--- config.mk ---
export PLATFORM = sky130hd
export DESIGN_NAME = id_ex_stage_flat
export DESIGN_NICKNAME = d
export VERILOG_FILES = /design/src/rtl/id_ex_stage_if.sv /design/src/rtl/id_ex_stage.sv /design/src/flat_wrapper.sv
export SDC_FILE = /design/constraint.sdc
export NUM_CORES = 1
export LEC_CHECK = 0
export ABC_AREA = 0
export ABC_CLOCK_PERIOD_IN_PS = 6700
export CAP_MARGIN = 15
export CORE_AREA = 4 4 129 131
export CTS_BUF_LIST = sky130_fd_sc_hd__clkbuf_2
export CTS_CLUSTER_SIZE = 20
export DETAILED_ROUTE_END_ITERATION = 6
export DIE_AREA = 0 0 133 135
export PLACE_DENSITY = 0.82
export SYNTH_ARGS = -nofsm -noshare
export SYNTH_HDL_FRONTEND = slang
export SYNTH_SLANG_ARGS = --single-unit
--- constraint.sdc ---
create_clock -name clk -period 6.7 [get_ports clk]
set_input_delay 1.34 -clock clk [delete_from_list [all_inputs] [get_ports clk]]
set_output_delay 1.34 -clock clk [all_outputs]
set_load 0.05 [all_outputs]
--- src/rtl/id_ex_stage_if.sv ---
// ID/EX boundary bundle: decode-stage fields in, registered EX-stage copies out.
// Handshake: there is no valid/ready pair here; the EX side sees valid_o, and
// the decode side must honour stall_o (combinational) before the next edge.
interface id_ex_stage_if #(
   parameter int DATA_WIDTH = 32,
   parameter int CNT_WIDTH  = 16
);
   logic                  reg_dst_i, branch_eq_i, branch_ne_i, mem_read_i, mem_to_reg_i;
   logic                  mem_write_i, alu_src_i, reg_write_i, jump_i, jr_i;
   logic [2:0]            alu_op_i;
   logic [4:0]            rs_i, rt_i, rd_i;
   logic [DATA_WIDTH-1:0] read_data_1_i, read_data_2_i, imm_ext_i, pc_plus4_i;
   logic                  flush_i, hold_i;

   logic                  reg_dst_o, branch_eq_o, branch_ne_o, mem_read_o, mem_to_reg_o;
   logic                  mem_write_o, alu_src_o, reg_write_o, jump_o, jr_o;
   logic [2:0]            alu_op_o;
   logic [4:0]            rs_o, rt_o, rd_o;
   logic [DATA_WIDTH-1:0] read_data_1_o, read_data_2_o, imm_ext_o, pc_plus4_o;
   logic                  valid_o, stall_o;
   logic [CNT_WIDTH-1:0]  bubble_count_o;

   // Decode-side driver
   modport master (
      output reg_dst_i, branch_eq_i, branch_ne_i, mem_read_i, mem_to_reg_i,
             mem_write_i, alu_src_i, reg_write_i, jump_i, jr_i, alu_op_i,
             rs_i, rt_i, rd_i, read_data_1_i, read_data_2_i, imm_ext_i, pc_plus4_i,
             flush_i, hold_i,
      input  reg_dst_o, branch_eq_o, branch_ne_o, mem_read_o, mem_to_reg_o,
             mem_write_o, alu_src_o, reg_write_o, jump_o, jr_o, alu_op_o,
             rs_o, rt_o, rd_o, read_data_1_o, read_data_2_o, imm_ext_o, pc_plus4_o,
             valid_o, stall_o, bubble_count_o
   );

   // Pipeline register side
   modport slave (
      input  reg_dst_i, branch_eq_i, branch_ne_i, mem_read_i, mem_to_reg_i,
             mem_write_i, alu_src_i, reg_write_i, jump_i, jr_i, alu_op_i,
             rs_i, rt_i, rd_i, read_data_1_i, read_data_2_i, imm_ext_i, pc_plus4_i,
             flush_i, hold_i,
      output reg_dst_o, branch_eq_o, branch_ne_o, mem_read_o, mem_to_reg_o,
             mem_write_o, alu_src_o, reg_write_o, jump_o, jr_o, alu_op_o,
             rs_o, rt_o, rd_o, read_data_1_o, read_data_2_o, imm_ext_o, pc_plus4_o,
             valid_o, stall_o, bubble_count_o
   );
endinterface

--- src/rtl/id_ex_stage.sv ---
// ID/EX pipeline register with load-use hazard detection, flush and hold.
// Optional feature macro: ID_EX_HAZARD_DETECT_EN (load-use detection, stall_o
// and the saturating bubble counter). Undefined: no hazard, stall_o = 0,
// bubble_count_o = 0.
module id_ex_stage #(
   parameter int DATA_WIDTH = 32,
   parameter int CNT_WIDTH  = 16
) (
   input logic clk,
   input logic reset,
   id_ex_stage_if.slave bus
);

   typedef struct packed {
      logic                  valid;
      logic                  reg_dst;
      logic                  branch_eq;
      logic                  branch_ne;
      logic                  mem_read;
      logic                  mem_to_reg;
      logic                  mem_write;
      logic                  alu_src;
      logic                  reg_write;
      logic                  jump;
      logic                  jr;
      logic [2:0]            alu_op;
      logic [4:0]            rs;
      logic [4:0]            rt;
      logic [4:0]            rd;
      logic [DATA_WIDTH-1:0] rd1;
      logic [DATA_WIDTH-1:0] rd2;
      logic [DATA_WIDTH-1:0] imm;
      logic [DATA_WIDTH-1:0] pc4;
   } stage_t;

   stage_t stage_d, stage_q;
   stage_t incoming, bubble;
   logic   hazard;

   // Assemble the decode-stage instruction and its bubble variant
   always_comb begin
      incoming            = '0;
      incoming.valid      = 1'b1;
      incoming.reg_dst    = bus.reg_dst_i;
      incoming.branch_eq  = bus.branch_eq_i;
      incoming.branch_ne  = bus.branch_ne_i;
      incoming.mem_read   = bus.mem_read_i;
      incoming.mem_to_reg = bus.mem_to_reg_i;
      incoming.mem_write  = bus.mem_write_i;
      incoming.alu_src    = bus.alu_src_i;
      incoming.reg_write  = bus.reg_write_i;
      incoming.jump       = bus.jump_i;
      incoming.jr         = bus.jr_i;
      incoming.alu_op     = bus.alu_op_i;
      incoming.rs         = bus.rs_i;
      incoming.rt         = bus.rt_i;
      incoming.rd         = bus.rd_i;
      incoming.rd1        = bus.read_data_1_i;
      incoming.rd2        = bus.read_data_2_i;
      incoming.imm        = bus.imm_ext_i;
      incoming.pc4        = bus.pc_plus4_i;
      // A bubble keeps the data/specifier fields but has no side effects
      bubble              = incoming;
      bubble.valid        = 1'b0;
      bubble.reg_dst      = 1'b0;
      bubble.branch_eq    = 1'b0;
      bubble.branch_ne    = 1'b0;
      bubble.mem_read     = 1'b0;
      bubble.mem_to_reg   = 1'b0;
      bubble.mem_write    = 1'b0;
      bubble.alu_src      = 1'b0;
      bubble.reg_write    = 1'b0;
      bubble.jump         = 1'b0;
      bubble.jr           = 1'b0;
      bubble.alu_op       = 3'b000;
   end

`ifdef ID_EX_HAZARD_DETECT_EN
   logic                 uses_rt;
   logic [CNT_WIDTH-1:0] cnt_d, cnt_q;

   // Load in EX whose destination is read by the decode-stage instruction
   always_comb begin
      uses_rt = bus.reg_dst_i | bus.mem_write_i | bus.branch_eq_i | bus.branch_ne_i;
      hazard  = stage_q.valid & stage_q.mem_read & (stage_q.rt != 5'd0) &
                ((stage_q.rt == bus.rs_i) | ((stage_q.rt == bus.rt_i) & uses_rt));
   end

   // Count inserted hazard bubbles, saturating at all-ones
   always_comb begin
      cnt_d = cnt_q;
      if (!bus.flush_i && !bus.hold_i && hazard && (cnt_q != {CNT_WIDTH{1'b1}}))
         cnt_d = cnt_q + 1'b1;
   end

   // Bubble counter register
   always_ff @(posedge clk or posedge reset) begin
      if (reset) cnt_q <= '0;
      else       cnt_q <= cnt_d;
   end

   assign bus.stall_o        = hazard & ~bus.flush_i & ~bus.hold_i;
   assign bus.bubble_count_o = cnt_q;
`else
   assign hazard             = 1'b0;
   assign bus.stall_o        = 1'b0;
   assign bus.bubble_count_o = '0;
`endif

   // Next-state selection: flush > hold > hazard > normal load
   always_comb begin
      stage_d = incoming;
      if (bus.flush_i)     stage_d = bubble;
      else if (bus.hold_i) stage_d = stage_q;
      else if (hazard)     stage_d = bubble;
   end

   // Pipeline register
   always_ff @(posedge clk or posedge reset) begin
      if (reset) stage_q <= '0;
      else       stage_q <= stage_d;
   end

   assign bus.valid_o       = stage_q.valid;
   assign bus.reg_dst_o     = stage_q.reg_dst;
   assign bus.branch_eq_o   = stage_q.branch_eq;
   assign bus.branch_ne_o   = stage_q.branch_ne;
   assign bus.mem_read_o    = stage_q.mem_read;
   assign bus.mem_to_reg_o  = stage_q.mem_to_reg;
   assign bus.mem_write_o   = stage_q.mem_write;
   assign bus.alu_src_o     = stage_q.alu_src;
   assign bus.reg_write_o   = stage_q.reg_write;
   assign bus.jump_o        = stage_q.jump;
   assign bus.jr_o          = stage_q.jr;
   assign bus.alu_op_o      = stage_q.alu_op;
   assign bus.rs_o          = stage_q.rs;
   assign bus.rt_o          = stage_q.rt;
   assign bus.rd_o          = stage_q.rd;
   assign bus.read_data_1_o = stage_q.rd1;
   assign bus.read_data_2_o = stage_q.rd2;
   assign bus.imm_ext_o     = stage_q.imm;
   assign bus.pc_plus4_o    = stage_q.pc4;

endmodule

--- src/flat_wrapper.sv ---
// flat-port wrapper written by rule: the top's interface ports become plain ports
module id_ex_stage_flat 
#(
   parameter int DATA_WIDTH = 32,
   parameter int CNT_WIDTH  = 16
)
  (clk, reset, bus_reg_dst_i, bus_branch_eq_i, bus_branch_ne_i, bus_mem_read_i, bus_mem_to_reg_i, bus_mem_write_i, bus_alu_src_i, bus_reg_write_i, bus_jump_i, bus_jr_i, bus_alu_op_i, bus_rs_i, bus_rt_i, bus_rd_i, bus_read_data_1_i, bus_read_data_2_i, bus_imm_ext_i, bus_pc_plus4_i, bus_flush_i, bus_hold_i, bus_reg_dst_o, bus_branch_eq_o, bus_branch_ne_o, bus_mem_read_o, bus_mem_to_reg_o, bus_mem_write_o, bus_alu_src_o, bus_reg_write_o, bus_jump_o, bus_jr_o, bus_alu_op_o, bus_rs_o, bus_rt_o, bus_rd_o, bus_read_data_1_o, bus_read_data_2_o, bus_imm_ext_o, bus_pc_plus4_o, bus_valid_o, bus_stall_o, bus_bubble_count_o);
  id_ex_stage_if #(.DATA_WIDTH(DATA_WIDTH), .CNT_WIDTH(CNT_WIDTH)) bus_i ();
  input logic clk;
  input logic reset;
  input wire logic [$bits(bus_i.reg_dst_i)-1:0] bus_reg_dst_i;
  input wire logic [$bits(bus_i.branch_eq_i)-1:0] bus_branch_eq_i;
  input wire logic [$bits(bus_i.branch_ne_i)-1:0] bus_branch_ne_i;
  input wire logic [$bits(bus_i.mem_read_i)-1:0] bus_mem_read_i;
  input wire logic [$bits(bus_i.mem_to_reg_i)-1:0] bus_mem_to_reg_i;
  input wire logic [$bits(bus_i.mem_write_i)-1:0] bus_mem_write_i;
  input wire logic [$bits(bus_i.alu_src_i)-1:0] bus_alu_src_i;
  input wire logic [$bits(bus_i.reg_write_i)-1:0] bus_reg_write_i;
  input wire logic [$bits(bus_i.jump_i)-1:0] bus_jump_i;
  input wire logic [$bits(bus_i.jr_i)-1:0] bus_jr_i;
  input wire logic [$bits(bus_i.alu_op_i)-1:0] bus_alu_op_i;
  input wire logic [$bits(bus_i.rs_i)-1:0] bus_rs_i;
  input wire logic [$bits(bus_i.rt_i)-1:0] bus_rt_i;
  input wire logic [$bits(bus_i.rd_i)-1:0] bus_rd_i;
  input wire logic [$bits(bus_i.read_data_1_i)-1:0] bus_read_data_1_i;
  input wire logic [$bits(bus_i.read_data_2_i)-1:0] bus_read_data_2_i;
  input wire logic [$bits(bus_i.imm_ext_i)-1:0] bus_imm_ext_i;
  input wire logic [$bits(bus_i.pc_plus4_i)-1:0] bus_pc_plus4_i;
  input wire logic [$bits(bus_i.flush_i)-1:0] bus_flush_i;
  input wire logic [$bits(bus_i.hold_i)-1:0] bus_hold_i;
  output wire logic [$bits(bus_i.reg_dst_o)-1:0] bus_reg_dst_o;
  output wire logic [$bits(bus_i.branch_eq_o)-1:0] bus_branch_eq_o;
  output wire logic [$bits(bus_i.branch_ne_o)-1:0] bus_branch_ne_o;
  output wire logic [$bits(bus_i.mem_read_o)-1:0] bus_mem_read_o;
  output wire logic [$bits(bus_i.mem_to_reg_o)-1:0] bus_mem_to_reg_o;
  output wire logic [$bits(bus_i.mem_write_o)-1:0] bus_mem_write_o;
  output wire logic [$bits(bus_i.alu_src_o)-1:0] bus_alu_src_o;
  output wire logic [$bits(bus_i.reg_write_o)-1:0] bus_reg_write_o;
  output wire logic [$bits(bus_i.jump_o)-1:0] bus_jump_o;
  output wire logic [$bits(bus_i.jr_o)-1:0] bus_jr_o;
  output wire logic [$bits(bus_i.alu_op_o)-1:0] bus_alu_op_o;
  output wire logic [$bits(bus_i.rs_o)-1:0] bus_rs_o;
  output wire logic [$bits(bus_i.rt_o)-1:0] bus_rt_o;
  output wire logic [$bits(bus_i.rd_o)-1:0] bus_rd_o;
  output wire logic [$bits(bus_i.read_data_1_o)-1:0] bus_read_data_1_o;
  output wire logic [$bits(bus_i.read_data_2_o)-1:0] bus_read_data_2_o;
  output wire logic [$bits(bus_i.imm_ext_o)-1:0] bus_imm_ext_o;
  output wire logic [$bits(bus_i.pc_plus4_o)-1:0] bus_pc_plus4_o;
  output wire logic [$bits(bus_i.valid_o)-1:0] bus_valid_o;
  output wire logic [$bits(bus_i.stall_o)-1:0] bus_stall_o;
  output wire logic [$bits(bus_i.bubble_count_o)-1:0] bus_bubble_count_o;
  assign bus_i.reg_dst_i = bus_reg_dst_i;
  assign bus_i.branch_eq_i = bus_branch_eq_i;
  assign bus_i.branch_ne_i = bus_branch_ne_i;
  assign bus_i.mem_read_i = bus_mem_read_i;
  assign bus_i.mem_to_reg_i = bus_mem_to_reg_i;
  assign bus_i.mem_write_i = bus_mem_write_i;
  assign bus_i.alu_src_i = bus_alu_src_i;
  assign bus_i.reg_write_i = bus_reg_write_i;
  assign bus_i.jump_i = bus_jump_i;
  assign bus_i.jr_i = bus_jr_i;
  assign bus_i.alu_op_i = bus_alu_op_i;
  assign bus_i.rs_i = bus_rs_i;
  assign bus_i.rt_i = bus_rt_i;
  assign bus_i.rd_i = bus_rd_i;
  assign bus_i.read_data_1_i = bus_read_data_1_i;
  assign bus_i.read_data_2_i = bus_read_data_2_i;
  assign bus_i.imm_ext_i = bus_imm_ext_i;
  assign bus_i.pc_plus4_i = bus_pc_plus4_i;
  assign bus_i.flush_i = bus_flush_i;
  assign bus_i.hold_i = bus_hold_i;
  assign bus_reg_dst_o = bus_i.reg_dst_o;
  assign bus_branch_eq_o = bus_i.branch_eq_o;
  assign bus_branch_ne_o = bus_i.branch_ne_o;
  assign bus_mem_read_o = bus_i.mem_read_o;
  assign bus_mem_to_reg_o = bus_i.mem_to_reg_o;
  assign bus_mem_write_o = bus_i.mem_write_o;
  assign bus_alu_src_o = bus_i.alu_src_o;
  assign bus_reg_write_o = bus_i.reg_write_o;
  assign bus_jump_o = bus_i.jump_o;
  assign bus_jr_o = bus_i.jr_o;
  assign bus_alu_op_o = bus_i.alu_op_o;
  assign bus_rs_o = bus_i.rs_o;
  assign bus_rt_o = bus_i.rt_o;
  assign bus_rd_o = bus_i.rd_o;
  assign bus_read_data_1_o = bus_i.read_data_1_o;
  assign bus_read_data_2_o = bus_i.read_data_2_o;
  assign bus_imm_ext_o = bus_i.imm_ext_o;
  assign bus_pc_plus4_o = bus_i.pc_plus4_o;
  assign bus_valid_o = bus_i.valid_o;
  assign bus_stall_o = bus_i.stall_o;
  assign bus_bubble_count_o = bus_i.bubble_count_o;
  id_ex_stage #(.DATA_WIDTH(DATA_WIDTH), .CNT_WIDTH(CNT_WIDTH)) u_core (.clk(clk), .reset(reset), .bus(bus_i));
endmodule
==> results of run 1 <==
[routing by layer]
layer	global-route usage, %	part of all wire (%)	up-vias
li1	-	-	1863
met1	21.2	39	2004
met2	30.8	50	238
met3	7.41	9.0	28
met4	7.33	2.2	0
met5	0	0	-
[kinds of logic (layout without fill, tap and decap cells)]
group	count (synthesis)	in the layout	share of synthesized area (%)
flip-flops	157	157	62.6
multiplexers	156	156	31.9
AO/OA/AOI/OAI	1	1	0.0797
other	1	17	0.0597
AND/OR/NAND/NOR	14	14	0.877
buffers and inverters	38	353	4.48
[critical path, cell delays in order]
cell             delay, ps
clkdlybuf4s50_1        850
nand2b_4               980
buf_12                 490
mux2_2                 400
[area by class of cell]
cell class,instances,area [um2]
tap,216,270
multi-input combinational,188,2130
sequential,157,3930
fill,1131,5750
clock inverter,14,215
clock buffer,18,90.1
timing repair buffer,319,3200
inverter,2,12.5
[flip-flops by register name, indices dropped and copies added, names as in the netlist, 3 cells and up]
register	count
u_core.bus.rs_o	5
u_core.bus.read_data_1_o	32
u_core.bus.alu_op_o	3
u_core.bus.read_data_2_o	32
u_core.bus.imm_ext_o	32
u_core.bus.pc_plus4_o	32
u_core.bus.rt_o	5
u_core.bus.rd_o	5
[where the power goes]
group	total [W]	leakage [nW]	internal, W	switching, W
registers	0.00107	1.85	0.00103	0.0000455
logic	0.000726	2.35	0.000304	0.000422
clock network	0.000626	0.172	0.000286	0.000340
total	0.00242	4.38	0.00162	0.000807
[stage by stage]
step | worst slack [ps] | hold slack, ps | std cells | cell area (um2) | total power (W)
finish | 3120 | 533 | 914 | 9850 | 0.00242
global placement | 2490 | 488 | 882 | 9540 | 0.00180
global route | 3070 | 561 | 914 | 9850 | 0.00252
detailed placement | 2390 | 492 | 882 | 9540 | 0.00182
CTS | 3230 | 540 | 914 | 9850 | 0.00245
floorplan | 1130 | 744 | 383 | 6340 | 0.00153
[cells in the final DEF, fill, tap and decap left out, drive strengths merged]
cell type,n
mux2,143
dfrtp,157
clkdlybuf4s50,316
bufinv,5
mux2i,13
clkinvlp,2
buf,3
nor2,13
a21oi,1
conb,17
clkbuf,18
clkinv,4
nand2b,1
inv,5
[worst max-delay path by stage]
stage,startpoint,end,slack (ps),cells past startpoint
after global routing,bus_hold_i,u_core.bus.read_data_1_o[11],3070,4
final,bus_hold_i,u_core.bus.read_data_1_o[14],3120,4
after CTS,bus_hold_i,u_core.bus.read_data_2_o[7],3230,4
after floorplan,reset,u_core.bus.alu_op_o[0],1130,1
after detailed placement,bus_hold_i,u_core.bus.read_data_1_o[12],2390,4
after global placement,bus_hold_i,u_core.bus.read_data_1_o[9],2490,4
==> flow_summary.toml, run 1 <==
[status]
status = "finished clean"

[clocking]
clock-root-buffer = "clkbuf_2"
post_cts_buffers = 0
cts.hold.buffers_added = 0
cts_buffers = 17
clk_pin_slew_worst_paths_ps = 210
post_cts_resized = 0
clock-sinks = 157
clkLatencyLatePin_ps = 710
clockBufferDepth = 2
cts_max_level = 4
cts_tree = "built"

[floorplan]
core-area_mm2 = 0.0156
placementRows = 46
fp.dieH_um = 135
io_pins = 334
die_w_um = 133
start_util_pct = 40.2
die_area_mm2 = 0.0180

[synth]
syn-mean-instance-area_um2 = 17.1
synthCells = 367
async_reset_ff_share_pct = 100
synth_area_mm2 = 0.00628
synth_area_leaders = "dfrtp_1, mux2_4, mux2_2"
ys_ff_latch = 157
yosysSeqAreaShare_pct = 62.6
ys_types = 13
yosysTopAreaCellShare_pct = 62.6
yosysMostFrequentCell = "dfrtp_1"
synthFlopType = "dfrtp_1"
synth_edf_count = 0
yosys.area.top_type = "dfrtp_1"
synth_commonest_cells = "dfrtp_1, mux2_2, mux2_4"
yosys_warnings = 0

[timing]
finalCritPeriodShare_pct = 53.5
slew_violations = 0
hold_viol = 0
rsz0062_at_grt = "false"
tightest_slew_ps = 1040
maxSlewHeadroom_pct = 30.6
setup_viol = 0
fin_worst_skew_ps = 0
max_freq_mhz = 279
layout_min_cycle_time_ps = 3580
tns_ps = 0

[setup_path]
reg2reg_from = "u_core.bus.pc_plus4_o[7]"
crit_path_max_fanout = 72
regToRegSetupSlack_ps = 5890
cp.required_ps = 7340
rr_endpoint = "u_core.bus.pc_plus4_o[7]"
critPathKind = "primary input to flip-flop"
startpoint_type = "primary input"
end_kind = "flip-flop"
reg2reg_depth = 1
cp.arrival_ps = 4220

[detailed_routing]
firstDrtPassIters = 4
ant_nets = 0
wire_per_inst_um = 18.2
remaining_drc_errors = 0
avgViaCountPerCell = 4.52
drt_iter0_markers = 107
routed_wl_um = 16600
num_vias = 4133

[placement]
dp_hpwl_um = 12600
gp_congestion = 0.765
portBuffers = 316

[global_routing]
grt_pass1_wl_um = 25700
grt_max_degree = 73
grt_pass1_vias = 4744
grt_overflow_total = 0
antenna_found_initial = 0
grt_use_total_pct = 18.4

[finish]
fin_nets = 845
insertedDiodeCount = 0
final_layout_size_suffix_gt1_share_pct = 25.5
post-route-util_pct = 63.1
area_growth_pct = 56.9

[run]
maxCapViolCount = 0

[pwr]
power_density_mw_per_mm2 = 246
p_leak_nw = 4.38
peakVddDrop_uv = 132

[worst_hold_path]
whs_endpoint = "u_core.bus.rs_o[3]"
worstHoldStart = "u_core.bus.rs_o[3]"
hp-class = "flip-flop to flip-flop"
hold_depth = 1
Power figures use the tool's default switching activity.
==> run 2: changes to the inputs <==
--- a/config.mk
+++ b/config.mk
@@ -6,7 +6,7 @@
 export NUM_CORES = 1
 export LEC_CHECK = 0
 export ABC_AREA = 0
-export ABC_CLOCK_PERIOD_IN_PS = 6700
+export ABC_CLOCK_PERIOD_IN_PS = 3720
 export CAP_MARGIN = 15
 export CORE_AREA = 4 4 129 131
 export CTS_BUF_LIST = sky130_fd_sc_hd__clkbuf_2
==> constraint.sdc (replaced) <==
create_clock -name clk -period 3.72 [get_ports clk]
set_input_delay 0.744 -clock clk [delete_from_list [all_inputs] [get_ports clk]]
set_output_delay 0.744 -clock clk [all_outputs]
set_load 0.05 [all_outputs]
==> flow_summary.toml, run 2 (same netlist as run 1, synthesis figures left out) <==
[global_routing]
grt_overflow_total = 0
antenna_found_initial = 0
grt_max_degree = 85
grt_pass1_wl_um = 25800
grt_pass1_vias = 4742
grt_use_total_pct = 18.5

[timing]
fin_worst_skew_ps = 0
tns_ps = 0
tightest_slew_ps = 899
hold_viol = 0
maxSlewHeadroom_pct = 40.1
rsz0062_at_grt = "false"
layout_min_cycle_time_ps = 2740
setup_viol = 0
finalCritPeriodShare_pct = 73.6
max_freq_mhz = 365
slew_violations = 0

[finish]
final_common_cell = "clkdlybuf4s50_1"
fin_nets = 851
area_growth_pct = 57.0
final_layout_size_suffix_gt1_share_pct = 25.9
insertedDiodeCount = 0
instances_no_fill = 920
final_cell_mix = "clkdlybuf4s50_1, dfrtp_1, mux2_2"

[setup_path]
crit_path_cell_trace = "clkdlybuf4s50_1"
startpoint_type = "flip-flop"
regToRegSetupSlack_ps = 2900
end_kind = "output pin"
rr_endpoint = "u_core.bus.imm_ext_o[30]"
critPathKind = "flip-flop to output pin"
crit_slowest_cell = "clkdlybuf4s50_1"
cp.arrival_ps = 1990
reg2reg_from = "u_core.bus.imm_ext_o[30]"
path_delay_family = "buffers and inverters"
cp.required_ps = 2980
path_buf_inv = 1
reg2reg_depth = 1
crit_path_max_fanout = 2
max_stage_delay_ps = 850

[detailed_routing]
remaining_drc_errors = 0
routed_wl_um = 16700
wire_per_inst_um = 18.2
avgViaCountPerCell = 4.52
firstDrtPassIters = 4
num_vias = 4160
ant_nets = 0
drt_iter0_markers = 101

[run]
maxCapViolCount = 0

[clocking]
clk_pin_slew_worst_paths_ps = 220
cts_max_level = 4
clock-root-buffer = "clkbuf_2"
clkLatencyLatePin_ps = 690
post_cts_resized = 0
cts_tree = "built"
post_cts_buffers = 0
cts.hold.buffers_added = 0
clockBufferDepth = 2
clock-sinks = 157
cts_buffers = 17

[floorplan]
placementRows = 46
fp.dieH_um = 135
core-area_mm2 = 0.0156
start_util_pct = 40.2
die_w_um = 133
io_pins = 334
die_area_mm2 = 0.0180

[placement]
dp.cells = 888
dp_hpwl_um = 12800
portBuffers = 316
gp_congestion = 0.818

[worst_hold_path]
hp-class = "primary input to asynchronous set/reset pin"

[pwr]
power_density_mw_per_mm2 = 418
p_leak_nw = 4.38
peakVddDrop_uv = 265

[status]
status = "finished clean"
## run 2: how the worst max path moves through the flow
stage                                             from                            to  slack [ps]  cells past startpoint
after floorplan                                  reset        u_core.bus.alu_op_o[0]         990                      1
after global placement                     bus_flush_i  u_core.bus.read_data_1_o[14]        1030                      5
after detailed placement                   bus_flush_i  u_core.bus.read_data_1_o[12]         960                      5
after CTS                 u_core.bus.read_data_2_o[28]         bus_read_data_2_o[28]         860                      1
after global routing      u_core.bus.read_data_2_o[28]         bus_read_data_2_o[28]         810                      1
final                     u_core.bus.read_data_2_o[28]         bus_read_data_2_o[28]         980                      1
## run 2: power by group
| part | switching [W] | internal [W] |
|---|---|---|
| clock network | 0.000578 | 0.000297 |
| logic | 0.000759 | 0.000554 |
| registers | 0.0000848 | 0.00185 |
| total | 0.00142 | 0.00270 |
## run 2: cell type report
| class | instances | area, um2 |
|---|---|---|
| clock buffer | 18 | 90.1 |
| clock inverter | 14 | 126 |
| sequential | 157 | 3930 |
| timing repair buffer | 325 | 3290 |
| multi-input combinational | 188 | 2130 |
| inverter | 2 | 11.3 |
| fill | 1129 | 5740 |
| tap | 216 | 270 |
## run 2: stage by stage
step	hold slack [ps]	instance area [um2]	worst slack, ps	utilization [%]	total power (W)
2_1_floorplan	744	6340	989	-	0.00276
3_3_place_gp	488	9640	1030	61.8	0.00326
3_5_place_dp	494	9640	963	61.8	0.00328
4_1_cts	400	9850	860	63.2	0.00418
5_1_grt	405	9850	811	63.2	0.00430
6_report	465	9850	983	63.2	0.00412
## run 2: metal layers
metal	GRT usage, %	routed length, um	vias up
met1	20.9	6410	2037
met3	7.86	1590	25
li1	-	-	1872
met2	31.6	8370	226
met5	0	0	-
met4	6.24	342	0
==> run 3: changes to the inputs <==
--- a/config.mk
+++ b/config.mk
@@ -6,7 +6,7 @@
 export NUM_CORES = 1
 export LEC_CHECK = 0
 export ABC_AREA = 0
-export ABC_CLOCK_PERIOD_IN_PS = 3720
+export ABC_CLOCK_PERIOD_IN_PS = 2730
 export CAP_MARGIN = 15
 export CORE_AREA = 4 4 129 131
 export CTS_BUF_LIST = sky130_fd_sc_hd__clkbuf_2
==> constraint.sdc (replaced) <==
create_clock -name clk -period 2.73 [get_ports clk]
set_input_delay 0.546 -clock clk [delete_from_list [all_inputs] [get_ports clk]]
set_output_delay 0.546 -clock clk [all_outputs]
set_load 0.05 [all_outputs]
==> flow_summary.toml, run 3 (same netlist as run 1, synthesis figures left out) <==
[detailed_routing]
avgViaCountPerCell = 4.46
remaining_drc_errors = 0
wire_per_inst_um = 18.3
firstDrtPassIters = 4
drt_iter0_markers = 65
routed_wl_um = 17000
ant_nets = 0
num_vias = 4143

[timing]
fin_worst_skew_ps = 0
tns_ps = 0
setup_viol = 0
rsz0062_at_grt = "false"
tightest_slew_ps = 656
layout_min_cycle_time_ps = 2490
hold_viol = 0
maxSlewHeadroom_pct = 56.2
finalCritPeriodShare_pct = 91.3
slew_violations = 0
max_freq_mhz = 401

[clocking]
cts_tree = "built"
cts.hold.buffers_added = 0
cts_buffers = 17
post_cts_resized = 0
cts_max_level = 4
post_cts_buffers = 0
clk_pin_slew_worst_paths_ps = 230
clockBufferDepth = 2
clkLatencyLatePin_ps = 660
clock-root-buffer = "clkbuf_2"
clock-sinks = 157

[setup_path]
startpoint_type = "flip-flop"
end_kind = "output pin"
crit_slowest_cell = "clkdlybuf4s50_1"
critPathKind = "flip-flop to output pin"
path_delay_family = "buffers and inverters"
cp.arrival_ps = 1950
max_stage_delay_ps = 830
path_buf_inv = 1
crit_path_max_fanout = 2
crit_path_cell_trace = "clkdlybuf4s50_1"
cp.required_ps = 2180

[finish]
final_common_cell = "clkdlybuf4s50_1"
post-route-util_pct = 63.8
area_growth_pct = 58.6
final_cell_mix = "clkdlybuf4s50_1, dfrtp_1, mux2_2"
final_layout_size_suffix_gt1_share_pct = 27.0
fin_nets = 859
insertedDiodeCount = 0
fillCellCount = 1136

[floorplan]
placementRows = 46
core-area_mm2 = 0.0156
die_w_um = 133
die_area_mm2 = 0.0180
io_pins = 334
start_util_pct = 40.2
fp.dieH_um = 135

[global_routing]
top_usage_layer = "met2"
grt_overflow_total = 0
use_met1_pct = 21.5
grt_util_met2_pct = 32.2
grt.met3_usage_pct = 7.41
antenna_found_initial = 0
grt_max_degree = 59
grt_use_total_pct = 18.8
grt_pass1_vias = 4742
grt_pass1_wl_um = 26200

[placement]
dp_hpwl_um = 13200
gp_congestion = 0.818
portBuffers = 316

[worst_hold_path]
hp-class = "primary input to asynchronous set/reset pin"

[pwr]
finalPower_w = 0.00573
peakVddDrop_uv = 290
power_density_mw_per_mm2 = 576
p_leak_nw = 4.43

[run]
maxCapViolCount = 0

[status]
status = "finished clean"
[run 3: final cells by class]
cell class              instances  area [um2]  area share, %
multi-input cells             188        2130           21.4
repair buffers                333        3370           33.8
clock buffers                  20         100           1.01
inverters                       2        11.3          0.113
well taps                     216         270           2.71
flip-flops and latches        157        3930           39.5
clock inverters                12         146           1.47
[run 3: metal layers]
metal / share of wire [%] / vias to the layer above
li1: - / 1895
met1: 39 / 1987
met2: 50 / 232
met3: 8.6 / 29
met4: 2.1 / 0
met5: 0 / -
[run 3: final timing paths]
| kind | slack (ps) | cells after the start | from | end |
|---|---|---|---|---|
| max reg2reg | 1920 | 1 | u_core.bus.imm_ext_o[28] | u_core.bus.imm_ext_o[28] |
| min in group clk | 440 | 2 | bus_imm_ext_i[30] | u_core.bus.imm_ext_o[30] |
| min | 280 | 2 | reset | u_core.bus.read_data_1_o[14] |
| max | 240 | 1 | u_core.bus.imm_ext_o[30] | bus_imm_ext_o[30] |
| min reg2reg | 540 | 1 | u_core.bus.read_data_2_o[2] | u_core.bus.read_data_2_o[2] |
| max in group asynchronous | 1810 | 3 | reset | u_core.bus.imm_ext_o[8] |
[run 3: per-stage QoR]
step | setup WS (ps) | hold slack, ps | instances | instance area (um2)
global route | 75.3 | 208 | 928 | 9960
detailed placement | 498 | 494 | 896 | 9710
floorplan | 197 | 609 | 383 | 6340
CTS | 118 | 197 | 928 | 9960
finish | 237 | 276 | 928 | 9960
global placement | 539 | 489 | 896 | 9710
[run 3: power by group]
group	internal, W	switching (W)
sequential	0.00252	0.000115
combinational	0.000765	0.00104
clock	0.000511	0.000786
total	0.00379	0.00194
